**src/rtl/sync_ctrl_pkg.sv**
```systemverilog
// ============================================================================
//  Module  : sync_ctrl_pkg
//  Brief   : Shared state encoding and flush depth for sync_bank_ctrl.
//  Rev     : 1.0  initial release
// ============================================================================
`default_nettype none

package sync_ctrl_pkg;

  typedef enum logic [1:0] {
    IDLE  = 2'd0,
    FLUSH = 2'd1,
    RUN   = 2'd2
  } sync_state_e;

  // Strobes needed to push stale data through both synchronizer flops
  localparam int FLUSH_STROBES = 2;

endpackage

`default_nettype wire

```
**src/rtl/strobe_prescaler.sv**
```systemverilog
// ============================================================================
//  Module  : strobe_prescaler
//  Brief   : Programmable divider producing a registered one-cycle strobe.
//  Rev     : 1.0  initial release
// ============================================================================
`default_nettype none

module strobe_prescaler #(
  parameter int DIV_W = 8
) (
  input  logic             clk,
  input  logic             rstb,
  input  logic             enable,
  input  logic [DIV_W-1:0] div,
  output logic             sample_stb
);

  localparam logic [DIV_W-1:0] C_ONE = DIV_W'(1);

  logic [DIV_W-1:0] r_cnt;

  // >= rather than == so a lowered div strobes immediately instead of wrapping
  always_ff @(posedge clk or negedge rstb) begin
    if (!rstb) begin
      r_cnt      <= '0;
      sample_stb <= 1'b0;
    end else if (!enable) begin
      r_cnt      <= '0;
      sample_stb <= 1'b0;
    end else if (r_cnt >= div) begin
      r_cnt      <= '0;
      sample_stb <= 1'b1;
    end else begin
      r_cnt      <= r_cnt + C_ONE;
      sample_stb <= 1'b0;
    end
  end

endmodule

`default_nettype wire

```
**src/rtl/synchronizer.sv**
```systemverilog
// ============================================================================
//  Module  : synchronizer
//  Brief   : Two-flop synchronizer cell with sample enable.
//  Rev     : 1.0  initial release
// ============================================================================
`default_nettype none

module synchronizer (
  input  logic clk,
  input  logic rstb,
  input  logic en,
  input  logic d,
  output logic q
);

  logic r_meta;

  always_ff @(posedge clk or negedge rstb) begin
    if (!rstb) begin
      r_meta <= 1'b0;
      q      <= 1'b0;
    end else if (en) begin
      r_meta <= d;
      q      <= r_meta;
    end
  end

endmodule

`default_nettype wire

```
**src/rtl/sync_bank_ctrl.sv**
```systemverilog
// ============================================================================
//  Module  : sync_bank_ctrl
//  Brief   : Strobed synchronizer bank with flush gating and edge pulses.
//            Optional per-bit debounce filter: define SYNC_DEBOUNCE_EN.
//  Rev     : 1.0  initial release
// ============================================================================
`default_nettype none

module sync_bank_ctrl
  import sync_ctrl_pkg::*;
#(
  parameter int WIDTH   = 4,
  parameter int DIV_W   = 8,
  parameter int DEB_LEN = 3
) (
  input  logic             clk,
  input  logic             rstb,
  input  logic             enable,
  input  logic [DIV_W-1:0] div,
  input  logic [WIDTH-1:0] async_in,
  output logic             sample_stb,
  output logic [WIDTH-1:0] sync_out,
  output logic [WIDTH-1:0] rise,
  output logic [WIDTH-1:0] fall,
  output logic             valid
);

  localparam logic [1:0] C_FLUSH_LAST = 2'(FLUSH_STROBES - 1);

  sync_state_e      r_state;
  sync_state_e      w_state_nxt;
  logic [1:0]       r_flush_cnt;
  logic             r_stb_d;
  logic [WIDTH-1:0] w_raw;
  logic [WIDTH-1:0] r_prev;
  logic             w_flush_done;

  if (DEB_LEN < 1) begin : g_deb_len_bad
    $error("DEB_LEN must be at least 1");
  end

  strobe_prescaler #(
    .DIV_W (DIV_W)
  ) u_prescaler (
    .clk        (clk),
    .rstb       (rstb),
    .enable     (enable),
    .div        (div),
    .sample_stb (sample_stb)
  );

  for (genvar i = 0; i < WIDTH; i++) begin : g_sync
    synchronizer u_sync (
      .clk  (clk),
      .rstb (rstb),
      .en   (sample_stb),
      .d    (async_in[i]),
      .q    (w_raw[i])
    );
  end

  // Synchronizer outputs carry fresh data in the cycle after the strobe
  always_ff @(posedge clk or negedge rstb) begin
    if (!rstb) begin
      r_stb_d <= 1'b0;
    end else begin
      r_stb_d <= sample_stb;
    end
  end

`ifdef SYNC_DEBOUNCE_EN
  localparam int DEB_W = (DEB_LEN > 1) ? $clog2(DEB_LEN) : 1;
  localparam logic [DEB_W-1:0] C_DEB_LAST = DEB_W'(DEB_LEN - 1);

  for (genvar i = 0; i < WIDTH; i++) begin : g_deb
    logic             r_filt;
    logic [DEB_W-1:0] r_deb_cnt;

    always_ff @(posedge clk or negedge rstb) begin
      if (!rstb) begin
        r_filt    <= 1'b0;
        r_deb_cnt <= '0;
      end else if (enable && r_stb_d) begin
        if (r_state == FLUSH) begin
          r_filt    <= w_raw[i];
          r_deb_cnt <= '0;
        end else if (r_state == RUN) begin
          if (w_raw[i] == r_filt) begin
            r_deb_cnt <= '0;
          end else if (r_deb_cnt == C_DEB_LAST) begin
            r_filt    <= w_raw[i];
            r_deb_cnt <= '0;
          end else begin
            r_deb_cnt <= r_deb_cnt + DEB_W'(1);
          end
        end
      end
    end

    assign sync_out[i] = r_filt;
  end
`else
  assign sync_out = w_raw;
`endif

  assign w_flush_done = r_stb_d && (r_flush_cnt == C_FLUSH_LAST);

  always_comb begin
    w_state_nxt = r_state;
    if (!enable) begin
      w_state_nxt = IDLE;
    end else begin
      case (r_state)
        IDLE:    w_state_nxt = FLUSH;
        FLUSH:   w_state_nxt = w_flush_done ? RUN : FLUSH;
        RUN:     w_state_nxt = RUN;
        default: w_state_nxt = IDLE;
      endcase
    end
  end

  always_ff @(posedge clk or negedge rstb) begin
    if (!rstb) begin
      r_state     <= IDLE;
      r_flush_cnt <= 2'd0;
      r_prev      <= '0;
      rise        <= '0;
      fall        <= '0;
      valid       <= 1'b0;
    end else begin
      r_state <= w_state_nxt;
      valid   <= (w_state_nxt == RUN);
      rise    <= '0;
      fall    <= '0;
      if (enable && (r_state == FLUSH)) begin
        if (r_stb_d) begin
          r_flush_cnt <= r_flush_cnt + 2'd1;
          r_prev      <= w_raw;
        end
      end else begin
        r_flush_cnt <= 2'd0;
      end
      if (enable && (r_state == RUN) && r_stb_d) begin
        rise   <= sync_out & ~r_prev;
        fall   <= ~sync_out & r_prev;
        r_prev <= sync_out;
      end
    end
  end

endmodule

`default_nettype wire
```
**config.mk**
```make
export PLATFORM = sky130hd
export DESIGN_NAME = sync_bank_ctrl
export DESIGN_NICKNAME = d
export VERILOG_FILES = /design/src/rtl/sync_ctrl_pkg.sv /design/src/rtl/strobe_prescaler.sv /design/src/rtl/synchronizer.sv /design/src/rtl/sync_bank_ctrl.sv
export SDC_FILE = /design/constraint.sdc
export NUM_CORES = 1
export LEC_CHECK = 0
export BUFFER_PORTS_ARGS = -buffer_cell sky130_fd_sc_hd__buf_2
export CORE_UTILIZATION = 57
export CTS_BUF_LIST = sky130_fd_sc_hd__clkbuf_8
export DETAILED_ROUTE_END_ITERATION = 12
export PLACE_DENSITY = 0.81
export SYNTH_ARGS = -nofsm -noshare
export SYNTH_HDL_FRONTEND = slang
export SYNTH_SLANG_ARGS = --single-unit
```
**constraint.sdc**
```tcl
create_clock -name clk -period 2 [get_ports clk]
set_clock_uncertainty 0.15 [all_clocks]
set_input_delay 0.2 -clock clk [delete_from_list [all_inputs] [get_ports clk]]
set_output_delay 0.2 -clock clk [all_outputs]
set_load 0.05 [all_outputs]
```
Word-level counts from Yosys, hierarchy flattened
Cells that the tools add are included.
Operators by class
  $add $sub $neg: 2
  order comparisons: 1
  equality and inequality tests: 5
  multiplexer cells: 14
  bitwise logic cells: 4
  reduce and logical (&&, ||, !) cells: 8
Operators with widths (count)
  two-way mux 4 bit: 5
  two-way mux 8 bit: 2
  adder 8 x 1 -> 8 bit (second input constant): 1
  bitwise AND 4 bit: 2
  greater-or-equal comparator 8 bit: 1
  two-way mux 2 bit: 4
  NOT 4 bit: 2
  one-hot mux 2 bit (3 select lines): 1
  equality test 2 x 1 -> 1 bit (second input constant): 2
  equality test 2 bit (second input constant): 2
  logical AND 1 bit: 4
  nonzero test 2 bit: 2
  adder 2 x 1 -> 2 bit (second input constant): 1
  logical NOT 2 bit: 1
  two-way mux 1 bit: 2
  != test 2 bit (second input constant): 1
  AND reduction 2 bit: 1
Storage, ports and cells
  register bits after elaboration: 35
  input bits: 15
  output and inout bits: 14
  logic and storage cells: 51

Logic depth before layout (Yosys ltp)
Gate-level depths: netlist of the first run.
  depth in word-level cells: 6
  mapped depth: 6
  gate-level depth less buffers: 6

By module
Synthesis of the first run repeated with hierarchy kept, for this count alone.
Second synthesis, totals
  cell total of the unflattened synthesis: 121
  area, all modules: 1576.5 µm²
By module, submodules not included
  sync_bank_ctrl: times used 1, cells an instance 46, area an instance 689.4 µm²
  strobe_prescaler: times used 1, cells an instance 59, area an instance 596.8 µm²
  synchronizer: times used 4, cells an instance 4, area an instance 72.6 µm²

Worst setup path after synthesis of the first run
OpenSTA, ideal clock, no wires.
  path type: register to register
  start point: register u_prescaler.r_cnt[2]
  end point: register u_prescaler.sample_stb
  data arrival time: 1508 ps
  setup slack: 223 ps
  cell stages (with the launch flop): 6
  path buffers: 0
  path through: dfrtp_1 ha_1 or3_1 a21oi_1 o31ai_1 and2_1
On the way
  word-level cells in the longest chain between the ends: 3
Ends and longest elaborated chain
  from (decl): line strobe_prescaler.sv:20  | logic [DIV_W-1:0] r_cnt;
  from (signal assigned): line strobe_prescaler.sv:34  | r_cnt <= r_cnt + C_ONE;
  greater-or-equal comparator 8 bit: line strobe_prescaler.sv:30  | end else if (r_cnt >= div) begin
  two-way mux 1 bit: line strobe_prescaler.sv:30
  two-way mux 1 bit: line strobe_prescaler.sv:27  | end else if (!enable) begin
  to (signal assigned): line strobe_prescaler.sv:26  | sample_stb <= 1'b0;
  to (signal assigned): line strobe_prescaler.sv:29  | sample_stb <= 1'b0;
  to (signal assigned): line strobe_prescaler.sv:32  | sample_stb <= 1'b1;
  to (decl): line strobe_prescaler.sv:15  | output logic sample_stb
No other way between the ends.
A chain may end at the register's enable or synchronous reset.

Final worst setup path of the first run
  start point: register u_prescaler.r_cnt[2]
  end point: register u_prescaler.r_cnt[0]
On the way
  word-level cells in the longest chain between the ends: 3
Ends and longest elaborated chain (line)
  greater-or-equal comparator 8 bit: strobe_prescaler.sv:30
  two-way mux 8 bit: strobe_prescaler.sv:30
  two-way mux 8 bit: strobe_prescaler.sv:27
No other way between the ends.

==> results of run 1 <==
registers in the layout, summed over array words and instances, names as in the netlist, 2 cells and up:
| name | cells |
|---|---|
| g_sync.u_sync.q | 4 |
| r_prev | 4 |
| rise | 4 |
| g_sync.u_sync.r_meta | 4 |
| fall | 4 |
| u_prescaler.r_cnt | 8 |
| r_state | 2 |
| r_flush_cnt | 2 |
worst paths after layout:
kind	endpoint	slack, ns
setup / recovery	u_prescaler.r_cnt[0]	0.12
hold / removal	g_sync[2].u_sync.r_meta	0.006
setup reg to reg	u_prescaler.r_cnt[0]	0.12
hold reg to reg	rise[1]	0.30
max in group asynchronous	g_sync[3].u_sync.r_meta	0.87
min in group asynchronous	r_state[0]	0.36
metrics by stage:
stage / area [um^2] / hold WS (ns) / std cells
floorplan: 1588 / -0.2456 / 126
global placement: 1728 / 0.1364 / 178
detailed placement: 1728 / 0.1559 / 178
CTS: 1838 / 0.0001020 / 187
global route: 1862 / 0.005757 / 189
finish: 1862 / 0.006291 / 189
power groups by stage:
| stage | Combinational [mW] | Clock [mW] | Sequential, mW |
|---|---|---|---|
| floorplan | 0.114 | 0 | 0.771 |
| global placement | 0.143 | 0 | 0.775 |
| detailed placement | 0.150 | 0 | 0.777 |
| CTS | 0.152 | 0.547 | 0.765 |
| global route | 0.170 | 0.583 | 0.769 |
| finish | 0.153 | 0.537 | 0.765 |
synthesized netlist by cell type:
master	instances
and3b_1	1
o311ai_4	1
dfrtp_1	35
mux2_2	12
o21a_1	1
ha_1	10
a21oi_1	2
o31ai_1	1
a21oi_4	1
a21o_1	1
inv_1	10
and2_1	3
and3_1	3
nor3b_1	8
nand2b_1	1
buf_4	4
or3_1	1
xor2_1	5
a211oi_1	1
nand3b_1	1
mux2i_1	1
clkbuf_1	2
nor2_1	10
xnor2_1	3
nand3_1	6
or4_4	1
nand4b_1	1
layout by cell type (no fill, tap or decap), types with 3 or more instances in the layout:
master         count
dfrtp_1           35
buf_2             28
mux2_2            12
inv_1             11
nor2_1            10
ha_1              10
nor3b_1            8
clkbuf_8           7
nand3_1            6
xor2_1             5
and3_1             3
xnor2_1            3
and2_1             3
dlygate4sd3_1      3
area by class of cell:
cell class,instances,share of cell area
inverter,10,0.02016
sequential,35,0.4704
tap,30,0.02016
clock inverter,1,0.002016
clock buffer,7,0.05175
multi-input combinational,75,0.3441
timing repair buffer,31,0.09140
timing repair:
item,in CTS,in global routing
resized for setup,0,1
hold endpoints to repair,35,2
endpoints found under the setup margin,0,2
hold buffers,1,2
per-layer routing:
layer	up-vias	global-route usage
met5	-	0
met2	24	0.3795
met1	493	0.2500
li1	490	-
met3	8	0.05833
met4	0	0.1154
worst max-delay path: cells and delay by family, from the launching register on:
| family | cells | cell delay (ns) |
|---|---|---|
| flops | 1 | 0.43 |
| simple gates | 2 | 0.67 |
| fa+ha+maj | 1 | 0.21 |
| compound gates | 2 | 0.34 |
cells by family after synthesis:
logic type / Yosys count
buffers and inverters: 16
xor gates and xnor gates: 8
DFF: 35
adders and majority gates: 10
AOI/OAI and AO/OA: 8
muxes: 13
and+or+nand+nor: 36
==> results.md, run 1 <==
* Drt pass-1 iters at 4
* GRT overflow at 0
* Crit Path Class: register to register
* H-tree levels at 2
* Fin. Hold Viols at 0
* P_sw at 339.0 uW
* Clock share of power at 0.369
* Clock insertion delay at the later pin of the skew report at 0.28 ns
* Post-route ant nets at 0
* Highest metal used: met4
* Worst path cell trace: ha_1, or4_4, a21oi_4, o311ai_4, nor2_1
* Die Y at 54.78 um
* Root Driver: clkbuf_8
* Startpoint Class: register
* CTS Sinks at 35
* Comb pwr share at 0.105
* Initial antenna violation count at 0
* Final #Nets at 183
* CP endpoint kind: register
* RSZ-0062 raised after global routing: no
* Post-Route WL at 2.646 mm
* Setup ws final at 0.1225 ns
* # setup viols final at 0
* Crit-path slowest cell: or4_4
* Post-synthesis net count at 151
* Clock-pin slew on the worst setup and hold paths at 0.06 ns
* Pwr Density at 781.4 nW/um^2
* Sw Share at 0.2330
* Setup WS pre-CTS at 0.1407 ns
* Seq/Total Area, Yosys at 0.5516
* Metal2 WL at 1.362 mm
* Clock buffer depth at 2
* N_diodes at 0
* # rows at 18
* Fin crit share at 0.9387
* HP Class: input pin to register
* Multiplexer share of the synthesized area at 0.09141
* TNS Setup at 0 ns
* Largest family of logic cells by synthesized area: simple AND/OR/NAND/NOR gates
* FF+latch count, synth at 35
* Status: completed
* Hold Crit Depth at 2
* Drt wl/cell at 14.00 um
* XOR/XNOR share of the synthesized area at 0.04413
* Post-DP HPWL at 1.919 mm
* Fmax at 532.6 MHz
* Setup Fix Bufs, Post-CTS at 0
* Area contributors post-synth: dfrtp_1, mux2_2, ha_1
* Lkg Pwr at 0.9998 nW
* Adder-Cell Fraction of Synth Area at 0.07880
* Max FO, Critical Path at 8
* Multi-input logic area at 640.6 um^2
* Hold_sp: async_in[2]
* Distinct cells, synth at 27
* Power Total at 1.455 mW
* Vias in the first global route at 1,019
* DRC at 0
* RR Startpoint: u_prescaler.r_cnt[2]
* Vias per std cell at 5.370
* WP data arrival at 1.93 ns
* Max stage delay on crit path at 0.53 ns
* Syn Inst Count at 126
* Max cap viols at 0
* CTS Buf Count at 5
* Cell area after synthesis at 1588 um^2
* Final core utilization at 0.7316
* Largest net degree at the start of global routing at 36
* Buffers added on ports at 28
* Sequential Area at 875.8 um^2
* Die ar. at 3001 um^2
* Max VDD drop at 0.0007812 V
* Reg2Reg Depth at 5
* Most area-hungry cell type in the Yosys netlist: dfrtp_1
* CTS tree: done
* Fraction of layout instances using a drive strength above 1 at 0.3208
* Ys Warns at 0
* Gpl congestion at 0.7701
* Initial core utilization at 0.6239
* Yosys top cell area share at 0.5516
* Fin. max-slew vios at 0
* Initial DRC count at 5
* Synth Area in Compound Gates at 0.05201
* Die Wd at 54.78 um
* Core area at 2545 um^2
* Internal power at 1.116 mW
* Worst Tran Pin Value at 0.7309 ns
* Slew margin rel. at 0.5127
* Worst setup startpoint: u_prescaler.r_cnt[2]
* DR vias at 1,015
* DR WL met3 at 103 um
* Area grow syn2layout at 17.26%
* Tmin final at 1.877 ns
* Post-Synth Simple-Gate Area at 0.1348
* First-pass GRT wire length at 4.374 mm
* WL met1 at 1.126 mm
* Fillers at 186
* WP data required at 2.05 ns
* Top Ports at 29
* Aggregate global-route resource usage at 0.2217
* Avg Cell Area, Syn at 12.60 um^2
* Reg power frac at 0.526
Note: power is estimated with default switching activity, not from simulation.
==> run 2, diff against run 1 <==
CAP_MARGIN = 20   (was default)
REMOVE_ABC_BUFFERS = 1   (was default)
==> run 2 against run 1 <==
Compared with the run above:
- critical path depth is the same
- highest routed layer unchanged
- worst hold slack gained 0.096 ns
- final cell count grew 1.1%
- die area is the same
- via count shrank 0.89%
- global-route usage shrank 1.2 points
- count of clock-buffer cells in the layout shrank 2
- final area grew 2.8%
==> results.md, run 2 (synthesis gave the netlist of run 1 again) <==
* Initial DRC count at 9 (+4)
* Slew margin rel. at 0.5132 (+0.0005310)
* Drt wl/cell at 14.35 um (+2.5%)
* Post-Route WL at 2.740 mm (+3.6%)
* Max VDD drop at 0.0007281 V (-6.8%)
* Post-route ant nets at 0 (unchanged)
* Worst reg2reg endpoint: u_prescaler.r_cnt[3]
* Gpl congestion at 0.7846 (+1.9%)
* CTS Buf Count at 5 (unchanged)
* Fin crit share at 0.9604 (+0.02166)
* TNS Setup at 0 ns (unchanged)
* Tmin final at 1.921 ns (+0.04331 ns)
* # rows at 18 (unchanged)
* Crit path depth at 5 (unchanged)
* Max reg flops at 8 (unchanged)
* Area grow syn2layout at 20.57%
* Post-DP HPWL at 1.958 mm (+2.0%)
* DR vias at 1,006 (-0.89%)
* Max cap viols at 0 (unchanged)
* Vias per std cell at 5.267 (-1.9%)
* Vias in the first global route at 956 (-6.2%)
* Top Ports at 29 (unchanged)
* N_diodes at 0 (unchanged)
* Initial core utilization at 0.6239 (unchanged)
* WP data arrival at 1.98 ns (+0.05 ns)
* Fraction of layout instances using a drive strength above 1 at 0.3168 (-0.003985)
* Die Wd at 54.78 um (unchanged)
* RSZ-0062 raised after global routing: no
* Die Y at 54.78 um (unchanged)
* Die ar. at 3001 um^2 (unchanged)
* Fin. max-slew vios at 0 (unchanged)
* GRT overflow at 0 (unchanged)
* Hold Crit Depth at 2 (unchanged)
* Clock buffer depth at 2 (unchanged)
* Drt pass-1 iters at 4 (unchanged)
* Fillers at 176 (-5.4%)
* R2R Setup Slk at 0.08 ns (-0.04 ns)
* CTS Sinks at 35 (unchanged)
* Worst path buffer plus inverter count at 0 (unchanged)
* Most common cell after layout, fill and taps aside: dfrtp_1
* RR Startpoint: u_prescaler.r_cnt[2]
* Clock-pin slew on the worst setup and hold paths at 0.06 ns (about the same)
* Initial antenna violation count at 0 (unchanged)
* CP delay by family, top: simple AND/OR/NAND/NOR gates
* Commonest non-fill, non-tap cells in the layout: dfrtp_1, buf_2, mux2_2
* Crit Path Class: register to register
* Power Total at 1.650 mW (+13%)
* CTS tree: done
* Worst Tran Pin Value at 0.7301 ns (-0.0007953 ns)
* Core area at 2545 um^2 (unchanged)
* Clock insertion delay at the later pin of the skew report at 0.28 ns (about the same)
* Root Driver: clkbuf_8
* WP data required at 2.05 ns (about the same)
* Reg with most FFs: u_prescaler.r_cnt
* # setup viols final at 0 (unchanged)
* Fin. Hold Viols at 0 (unchanged)
* DRC at 0 (unchanged)
* Pwr Density at 861.8 nW/um^2 (+10%)
* Hold_sp: enable
* Max stage delay on crit path at 0.54 ns (about the same)
* Max FO, Critical Path at 8 (unchanged)
* Status: completed
* Fmax at 520.6 MHz (-2.3%)
* Reg2Reg Depth at 5 (unchanged)
* H-tree levels at 2 (unchanged)
* CP endpoint kind: register
* Worst path cell trace: ha_1, or4_4, a21oi_4, o311ai_4, nor2_1
* HP Class: input pin to register
* Lkg Pwr at 1.021 nW (+2.2%)
* Hold EP: valid
* First-pass GRT wire length at 4.098 mm (-6.3%)
* Final #Nets at 185 (+1.1%)
* Aggregate global-route resource usage at 0.2098 (-0.01194)
* Startpoint Class: register
* Crit-path slowest cell: or4_4
* Buffers added on ports at 28 (unchanged)
* Largest net degree at the start of global routing at 36 (unchanged)
## run 2: what timing repair did
item,4_1_cts,5_1_grt
setup endpoints to repair,0,1
gates resized for setup,0,1
hold endpoints to repair,38,1
hold buffers,4,1
setup buffers,0,0
## run 2: worst max-delay path by stage
| stage | start | to | slack (ns) |
|---|---|---|---|
| after floorplan | u_prescaler.r_cnt[2] | u_prescaler.sample_stb | 0.22 |
| after global placement | u_prescaler.r_cnt[2] | u_prescaler.sample_stb | 0.18 |
| after detailed placement | u_prescaler.r_cnt[3] | u_prescaler.r_cnt[4] | 0.13 |
| after CTS | u_prescaler.r_cnt[2] | u_prescaler.r_cnt[3] | 0.07 |
| after global routing | u_prescaler.r_cnt[2] | u_prescaler.r_cnt[3] | 0.008 |
| final | u_prescaler.r_cnt[2] | u_prescaler.r_cnt[3] | 0.08 |
## run 2: metrics by stage
step           setup WS, ns    util  cell area [um^2]  cells  hold WS, ns
5_1_grt            0.008154  0.7522              1914    191      0.09995
3_3_place_gp         0.1818  0.6790              1728    178       0.1380
3_5_place_dp         0.1254  0.6790              1728    178       0.1550
6_report            0.07924  0.7522              1914    191       0.1024
4_1_cts             0.06627  0.7468              1901    190    0.0001682
2_1_floorplan        0.2228       -              1550    120      -0.2456
## run 2: cell type report
| type | instances | area (um^2) | area share |
|---|---|---|---|
| Clock buffer | 5 | 68.82 | 0.03595 |
| Clock inverter | 3 | 63.81 | 0.03333 |
| Inverter | 10 | 37.54 | 0.01961 |
| Multi-Input combinational cell | 75 | 640.6 | 0.3346 |
| Sequential cell | 35 | 875.8 | 0.4575 |
| Tap cell | 30 | 37.54 | 0.01961 |
| Timing Repair Buffer | 33 | 190.2 | 0.09935 |
## run 2: power by group
| group | internal [mW] | total, mW | switching [mW] |
|---|---|---|---|
| clock network | 0.493 | 0.726 | 0.234 |
| logic | 0.0696 | 0.158 | 0.0883 |
| registers | 0.740 | 0.765 | 0.0253 |
| total | 1.30 | 1.65 | 0.347 |
## run 2: metal layers
layer  global-route usage  vias up  share of wire
li1                     -      495              -
met1               0.2189      481           0.44
met2               0.3574       22           0.50
met3              0.09167        8          0.047
met4              0.09829        0          0.015
met5                    0        -              0
